--- src/rtl/operand_fetch_4x16.sv ---
// Four-entry register bank with write-to-read bypass and a single-entry
// registered operand stage handed downstream over a valid/ready handshake.
module operand_fetch_4x16 #(
  parameter int DATA_WIDTH = 16,
  parameter int ADDR_WIDTH = 2
) (
  input  logic                  clk,
  input  logic                  rst_n,
  input  logic                  wr_en,
  input  logic [ADDR_WIDTH-1:0] wr_addr,
  input  logic [DATA_WIDTH-1:0] wr_data,
  input  logic                  rd_valid,
  output logic                  rd_ready,
  input  logic [ADDR_WIDTH-1:0] rd_addr_a,
  input  logic [ADDR_WIDTH-1:0] rd_addr_b,
  output logic                  op_valid,
  input  logic                  op_ready,
  output logic [DATA_WIDTH-1:0] op_a,
  output logic [DATA_WIDTH-1:0] op_b,
  output logic                  dbg_state
);

  localparam int DEPTH = 1 << ADDR_WIDTH;

  typedef enum logic {
    EMPTY = 1'b0,
    FULL  = 1'b1
  } state_t;

  state_t                state_q;
  state_t                state_d;
  logic                  accept;
  logic                  load_ops;
  logic [DATA_WIDTH-1:0] bank [DEPTH];
  logic [DATA_WIDTH-1:0] val_a;
  logic [DATA_WIDTH-1:0] val_b;

  // Handshake: a transfer happens on a rising edge where valid && ready are
  // both high; valid never waits on ready, and a held pair stays stable
  // until it is transferred. rd_ready = stage empty or being drained now.
  assign op_valid  = (state_q == FULL);
  assign rd_ready  = !op_valid || op_ready;
  assign accept    = rd_valid && rd_ready;
  assign dbg_state = logic'(state_q);

  // A write in the same cycle as a read of the same register wins.
  always_comb begin
    val_a = bank[rd_addr_a];
    val_b = bank[rd_addr_b];
    if (wr_en && (wr_addr == rd_addr_a)) val_a = wr_data;
    if (wr_en && (wr_addr == rd_addr_b)) val_b = wr_data;
  end

  always_comb begin
    state_d  = state_q;
    load_ops = 1'b0;
    case (state_q)
      EMPTY: begin
        if (accept) begin
          state_d  = FULL;
          load_ops = 1'b1;
        end
      end
      FULL: begin
        if (op_ready) begin
          state_d  = accept ? FULL : EMPTY;
          load_ops = accept;
        end
      end
      default: state_d = EMPTY;
    endcase
  end

  always_ff @(posedge clk or negedge rst_n) begin
    if (!rst_n) state_q <= EMPTY;
    else        state_q <= state_d;
  end

  always_ff @(posedge clk or negedge rst_n) begin
    if (!rst_n) begin
      op_a <= '0;
      op_b <= '0;
    end else if (load_ops) begin
      op_a <= val_a;
      op_b <= val_b;
    end
  end

  always_ff @(posedge clk or negedge rst_n) begin
    if (!rst_n) begin
      for (int i = 0; i < DEPTH; i++) bank[i] <= '0;
    end else if (wr_en) begin
      bank[wr_addr] <= wr_data;
    end
  end

endmodule

--- config.mk ---
export PLATFORM = sky130hd
export DESIGN_NAME = operand_fetch_4x16
export DESIGN_NICKNAME = d
export VERILOG_FILES = /design/src/rtl/operand_fetch_4x16.sv
export SDC_FILE = /design/constraint.sdc
export NUM_CORES = 1
export LEC_CHECK = 0
export CORE_ASPECT_RATIO = 1.4
export CORE_MARGIN = 3
export CORE_UTILIZATION = 56
export DETAILED_ROUTE_END_ITERATION = 12
export PLACE_DENSITY_LB_ADDON = 0.25
export SKIP_LAST_GASP = 1
export SYNTH_ARGS = -nofsm -noshare
export SYNTH_HDL_FRONTEND = slang
export SYNTH_SLANG_ARGS = --single-unit
--- constraint.sdc ---
create_clock -name clk -period 1.7 [get_ports clk]
set_input_delay 0.17 -clock clk [delete_from_list [all_inputs] [get_ports clk]]
set_output_delay 0.17 -clock clk [all_outputs]
set_load 0.05 [all_outputs]
**Word level (Yosys, flattened, before mapping)**

Index checks and enable logic that the tools add are counted.

- Output and inout port bits: 35
- Input port bits: 27
- Logic and storage cells: 39
- Flip-flop bits (word level): 97

- Bitwise logic cells: 4
- $lt $le $gt $ge: 4
- Eq/ne operators: 2
- Multiplexer cells: 16
- Reduce and logical (&&, ||, !) cells: 6

Operators by type and width:

| operator | count |
|---|---|
| $mux 16 | 7 |
| $bmux 16 s2 | 2 |
| $bwmux 64 | 1 |
| $demux 16 s2 | 1 |
| $ge 3x3->1 const B | 3 |
| $not 2->3 | 3 |
| $eq 2x2->1 | 2 |
| $logic_and 1x1->1 | 4 |
| $pmux 1 s2 | 2 |
| $lt 3x1->1 const B | 1 |
| $mux 1 | 3 |
| $logic_not 1->1 | 1 |
| $logic_or 1x1->1 | 1 |
| $not 1->1 | 1 |

**Depth between registers and ports, before layout**

Gate-level depths: netlist of run 1.

- Depth after elaboration: 6
- Depth in mapped cells: 6
- Mapped depth without buffers: 3

**Least setup slack after synthesis of run 1**

No wires, ideal clock.

- Path kind: flip-flop to flip-flop
- Start: register state_q, in the netlist dbg_state
- End: register op_a[13]
- Period minus slack after synthesis: 1.850 ns
- Library setup time: 0.082 ns
- Buffers on the path: 2
- Data arrival time: 1.768 ns
- Setup slack: -0.150 ns
- Cell stages (with the launch flop): 6
- Cell sequence: dfrtp_1 > nand2b_1 > buf_2 > clkbuf_1 > a21oi_1 > a31oi_1

- Cells in the longest elaborated chain, start to end: 5
- Elaborated cells on any way between the ends: 7
- Classes of those cells: mux: 3; bitwise: 1; reduce/logical: 3

RTL lines:

| item | RTL line | RTL |
|---|---|---|
| start: declaration | 30 | `state_t state_q;` |
| start signal: assignment | 76 | `else state_q <= state_d;` |
| $logic_not 1->1 (*) | 42 | `assign rd_ready = !op_valid \|\| op_ready;` |
| $logic_or 1x1->1 (*) | 42 |  |
| net rd_ready | 13 | `output logic rd_ready,` |
| $logic_and 1x1->1 (*) | 43 | `assign accept = rd_valid && rd_ready;` |
| $mux 1, on equally long branches | 65, 59 |  |
| $pmux 1 s2 (*) | 57 | `case (state_q)` |
| end signal: assignment | 84 | `op_a <= val_a;` |
| end: declaration | 18 | `output logic [DATA_WIDTH-1:0] op_a,` |

The timed path passes the listed nets; every way through them passes the cells marked *.
A chain may end at the register's enable or synchronous reset.

**Worst setup path in the final report of run 1**

- Start: register op_a[5]
- End: output port op_a[5]

No word-level cell between the ends.

==> results.yml, run 1 <==
clock_network:
  cts_buffers: 9
  cts.path.max_buffers: 2
  cts_sinks: 97
  htreeDepth: 3
  cts_tree: "yes"
  path_clk_slew_ns: 0.06
  clock_tree.root_cell: "clkbuf_16"
  clk_latency_ns: 0.35
yosys:
  synth_top_area_share_pct: 46.4
  syn_avg_cell_area_sq_um: 13.8
  syn_inst: 379
  yosys.area.top_type: "dfrtp_1"
  yosysSeqAreaShare_pct: 46.4
  ys_ff_latch: 97
  syn-num-nets: 406
  synthTopCellsByArea: "dfrtp_1, mux2_2, mux4_2, mux4_1, o31ai_1"
  yosysUniqueCellTypes: 22
  yosys_warnings: 0
  syn_area_sq_um: 5230
min_path:
  hold_path_class: "in -> async"
drt:
  finalWirelength_um: 12600
  vias: 3725
  viasPerCell: 6.86
  final_antenna_net_count: 0
  detail_route.wl_per_cell_um: 23.1
  remaining_drc_errors: 0
  dr.first_iter.drc_count: 345
  dr.pass1.iters: 5
critical_path:
  reg2reg_setup_slack_ns: 0.36
  path_max_fanout: 2
  timing.rr.start: "bank[42]$_DFFE_PN0P_"
  critPathTopFamily: "buffers and inverters"
  reg2regPathDepth: 3
  critical_path.cell_chain: "clkdlybuf4s50_1"
  worstSetupStartpointType: "register"
  critPathMaxStageDelay_ns: 0.81
  crit_path_top_delay_cell: "clkdlybuf4s50_1"
  crit_type: "reg -> out"
  crit_required_ns: 1.53
  arrival_ns: 1.50
  critical_path_buf_inv_count: 1
  cp-end-kind: "primary output"
  timing.rr.end: "op_b[10]$_DFFE_PN0P_"
timing:
  timing.hold.ws_ns: 0.278
  period_share_pct: 98.2
  slew_violations: 0
  worst_pin_slew_ns: 0.776
  rsz0062_at_grt: "no"
  setup_viol: 0
  fmax_mhz: 599
  fin_skew_ns: 0.00580
  finalSetupTns_ns: 0
  period_needed_ns: 1.67
  slew_headroom_pct: 48.0
  hold_violations: 0
power:
  p_per_area_nw_per_um2: 1230
  leakage_nw: 2.61
  ir_drop_v: 0.000579
  total_power_mw: 7.83
floorplanning:
  initial_core_util_pct: 57.6
  io_pins: 62
  core_sq_um: 9080
  die_height_um: 120
  die_w_um: 87.7
  rows: 41
  die-area_sq_um: 10500
global_routing:
  grt_use_met3_pct: 4.64
  antenna_found_initial: 0
  use_met1_pct: 34.8
  gr-total-overflow: 0
  met2_usage_pct: 39.7
  grt_max_degree: 42
  grt_pass1_wl_um: 19900
  grt_pass1_vias: 3664
  top_usage_layer: "met2"
  grt_usage_pct: 24.9
place:
  portBuffers: 61
  dp_hpwl_um: 8360
  place.gp.congestion: 0.876
final_layout:
  finalNetCount: 459
  multi_input_area_sq_um: 2570
  mostFrequentLayoutCells: "dfrtp_1, mux2_2"
  seqCellArea_sq_um: 2430
  num_antenna_cells: 0
  fillerInstances: 621
  areaGrowthSynthToFinish_pct: 22.0
  mostFrequentLayoutCell: "dfrtp_1"
  drive_above_1_share_pct: 31.2
job:
  drv_cap: 0
outcome:
  status: "complete, no violations"
## metrics by stage
stage,util (%),instance area (sq um),cells,setup WS [ns]
final,70.2,6380,543,0.0306
after global routing,70.2,6380,543,0.0000959
after CTS,69.1,6280,543,0.00994
after detailed placement,65.5,5950,527,-0.254
after global placement,65.5,5950,527,-0.223
after floorplan,-,5230,379,0.0741
## sequential cells by signal (all words and copies together), names as in the netlist
| name | cells |
|---|---|
| bank | 64 |
| dbg_state | 1 |
| op_a | 16 |
| op_b | 16 |
## routing by layer
| layer | vias up | wire, um |
|---|---|---|
| li1 | 1628 | - |
| met1 | 1884 | 5320 |
| met2 | 192 | 6310 |
| met3 | 21 | 739 |
| met4 | 0 | 180 |
| met5 | - | 0 |
## layout make-up
type / instances / area share (%)
flip-flops and latches: 97 / 38.1
inverters: 1 / 0.0981
well taps: 107 / 2.10
clock inverters: 3 / 1.41
multi-input cells: 239 / 40.3
clock buffers: 12 / 3.71
repair buffers: 84 / 14.3
## what timing repair did
item                                    4_1_cts  5_1_grt
hold endpoints to repair                     23        0
hold buffers                                  1        0
buffers inserted                              0        0
resized for setup                             3       19
endpoints found under the setup margin        3       31
## how the worst max path moves through the flow
stage,from,end,slack [ns],cells after the start
floorplan,dbg_state$_DFF_PN0_,op_a[11]$_DFFE_PN0P_,0.07,6
global placement,rd_addr_b[0],op_b[11]$_DFFE_PN0P_,-0.22,5
detailed placement,rd_addr_a[0],op_a[2]$_DFFE_PN0P_,-0.25,5
CTS,dbg_state$_DFF_PN0_,dbg_state,0.01,1
global route,wr_addr[1],op_b[1]$_DFFE_PN0P_,0.0001,5
finish,op_a[5]$_DFFE_PN0P_,op_a[5],0.03,1
## report_power, final
part / internal [mW] / switching [mW]
clock network: 1.43 / 0.825
registers: 2.78 / 0.303
logic: 1.06 / 1.43
## Yosys cell counts, drive strengths merged
cell and count:
a21oi 32, a31oi 32, buf 30, nand3 1, nor3 1, mux4 32, o31ai 32, xnor2 4
dfrtp 97, nand4 32, and2 1, clkbuf 12, inv 1, nand2b 2, nand3b 2, xor2 4
mux2 64
## cell families (layout without fill, tap and decap cells)
family	Yosys count	after routing	synth area share, %
flip-flops	97	97	46.4
XOR/XNOR	8	8	2.49
multiplexers	96	96	28.4
buffers and inverters	43	100	5.70
AND/OR/NAND/NOR	39	39	5.46
AO/OA/AOI/OAI	96	96	11.5
(Power assumes the default switching activity.)
==> inputs of run 2 (changes only) <==
==> constraint.sdc (replaced) <==
create_clock -name clk -period 1.7 [get_ports clk]
set_input_delay 0.255 -clock clk [delete_from_list [all_inputs] [get_ports clk]]
set_output_delay 0.255 -clock clk [all_outputs]
set_load 0.05 [all_outputs]
==> results.yml, run 2 (same netlist as run 1, synthesis figures left out) <==
clock_network:
  cts.path.max_buffers: 2
  cts_buffers: 9
  htreeDepth: 3
  path_clk_slew_ns: 0.06
  cts_tree: "yes"
  clk_latency_ns: 0.35
  cts_sinks: 97
  clock_tree.root_cell: "clkbuf_16"
timing:
  finalSetupTns_ns: 0
  slew_headroom_pct: 67.0
  slew_violations: 0
  setup_viol: 0
  period_share_pct: 95.3
  period_needed_ns: 1.62
  fin_skew_ns: 0.00663
  fmax_mhz: 617
  hold_violations: 0
  worst_pin_slew_ns: 0.495
  fin_ws_ns: 0.0791
  rsz0062_at_grt: "no"
  timing.hold.ws_ns: 0.383
final_layout:
  mostFrequentLayoutCell: "dfrtp_1"
  drive_above_1_share_pct: 38.4
  areaGrowthSynthToFinish_pct: 22.9
  largest_registers: "bank (64), op_a (16), op_b (16)"
  largest_reg_flops: 64
  final_cell_count_no_fill: 555
  mostFrequentLayoutCells: "dfrtp_1, buf_4, mux2_2"
  multi_input_area_sq_um: 2570
  postLayoutCoreUtil_pct: 70.8
  fillerInstances: 617
  num_antenna_cells: 0
  design_area_sq_um: 6430
  top_register: "bank"
  finalNetCount: 472
  seqCellArea_sq_um: 2430
floorplanning:
  die-area_sq_um: 10500
  die_w_um: 87.7
  die_height_um: 120
  core_sq_um: 9080
  initial_core_util_pct: 57.6
  io_pins: 62
  rows: 41
power:
  ir_drop_v: 0.000717
  p_comb_share_pct: 32.7
  p_seq_share_pct: 40.2
  total_power_mw: 7.68
  leakage_nw: 2.59
  swShare_pct: 33.6
  p_int_mw: 5.10
  p_per_area_nw_per_um2: 1190
  pwr-share-clk_pct: 27.0
  power_switching_mw: 2.58
global_routing:
  grt_pass1_vias: 3652
  gr-total-overflow: 0
  grt_usage_pct: 25.3
  grt_pass1_wl_um: 20100
  antenna_found_initial: 0
  grt_max_degree: 41
drt:
  wl_met3_um: 1040
  final_antenna_net_count: 0
  wl_met1_um: 5110
  finalWirelength_um: 12800
  highest_layer: "met4"
  dr.pass1.iters: 5
  remaining_drc_errors: 0
  vias: 3897
  detail_route.wl_per_cell_um: 23.0
  dr.first_iter.drc_count: 292
  wl_met2_um: 6370
  viasPerCell: 7.02
critical_path:
  crit_required_ns: 1.96
  cp-end-kind: "register"
  reg2reg_setup_slack_ns: 0.39
  arrival_ns: 1.88
  crit_type: "in -> reg"
  worstSetupStartpointType: "input port"
  path_max_fanout: 16
place:
  dp_hpwl_um: 8820
  dp.cells: 537
  pre_cts_slack_ns: -0.353
  dpl_cell_area_sq_um: 6020
  place.gp.congestion: 0.870
  portBuffers: 61
job:
  drv_cap: 0
min_path:
  hold_path_class: "in -> async"
outcome:
  status: "complete, no violations"
## run 2: final timing paths
kind                       cells past startpoint                  from                   end
max                                            8          rd_addr_a[0]   op_a[8]$_DFFE_PN0P_
min                                            2                 rst_n  bank[11]$_DFFE_PN0P_
max reg2reg                                    4   dbg_state$_DFF_PN0_   op_b[1]$_DFFE_PN0P_
min reg2reg                                    1  bank[61]$_DFFE_PN0P_  bank[61]$_DFFE_PN0P_
max in group asynchronous                      3                 rst_n  bank[23]$_DFFE_PN0P_
min in group clk                               1  bank[61]$_DFFE_PN0P_  bank[61]$_DFFE_PN0P_
## run 2: layer usage
layer / GRT usage [%] / vias to the layer above
met5: 0 / -
met4: 9.31 / 0
met3: 4.50 / 25
met2: 40.0 / 220
met1: 34.9 / 1991
li1: - / 1661
## run 2: repair_timing
item                                   4_1_cts  5_1_grt
gates resized for setup                      1        6
setup endpoints to repair                    1       30
setup buffers                                0        3
hold buffers                                 1        0
pin swaps                                    0        1
endpoints found under the hold margin       26        0
cloned                                       0        0
## run 2: power by group through the flow
stage / clock network (mW) / logic (mW) / registers [mW]
2_1_floorplan: 0 / 1.10 / 3.67
3_3_place_gp: 0 / 2.41 / 3.07
6_report: 2.08 / 2.51 / 3.09
3_5_place_dp: 0 / 2.46 / 3.12
4_1_cts: 2.11 / 2.48 / 3.08
5_1_grt: 2.17 / 2.65 / 3.14
## run 2: final cells by class
type	count	share of cell area, %
clock buffer	12	4.15
clock inverter	2	0.584
inverter	1	0.0974
multi-input combinational	239	40.0
sequential	97	37.8
tap	107	2.08
timing repair buffer	97	15.3
## run 2: critical path, cell delays in order
cell and delay (ns):
clkdlybuf4s50_1 0.45, buf_12 0.17, buf_4 0.14, buf_4 0.13, xnor2_2 0.20, buf_12 0.18, nand4_1 0.12, a31oi_1 0.23
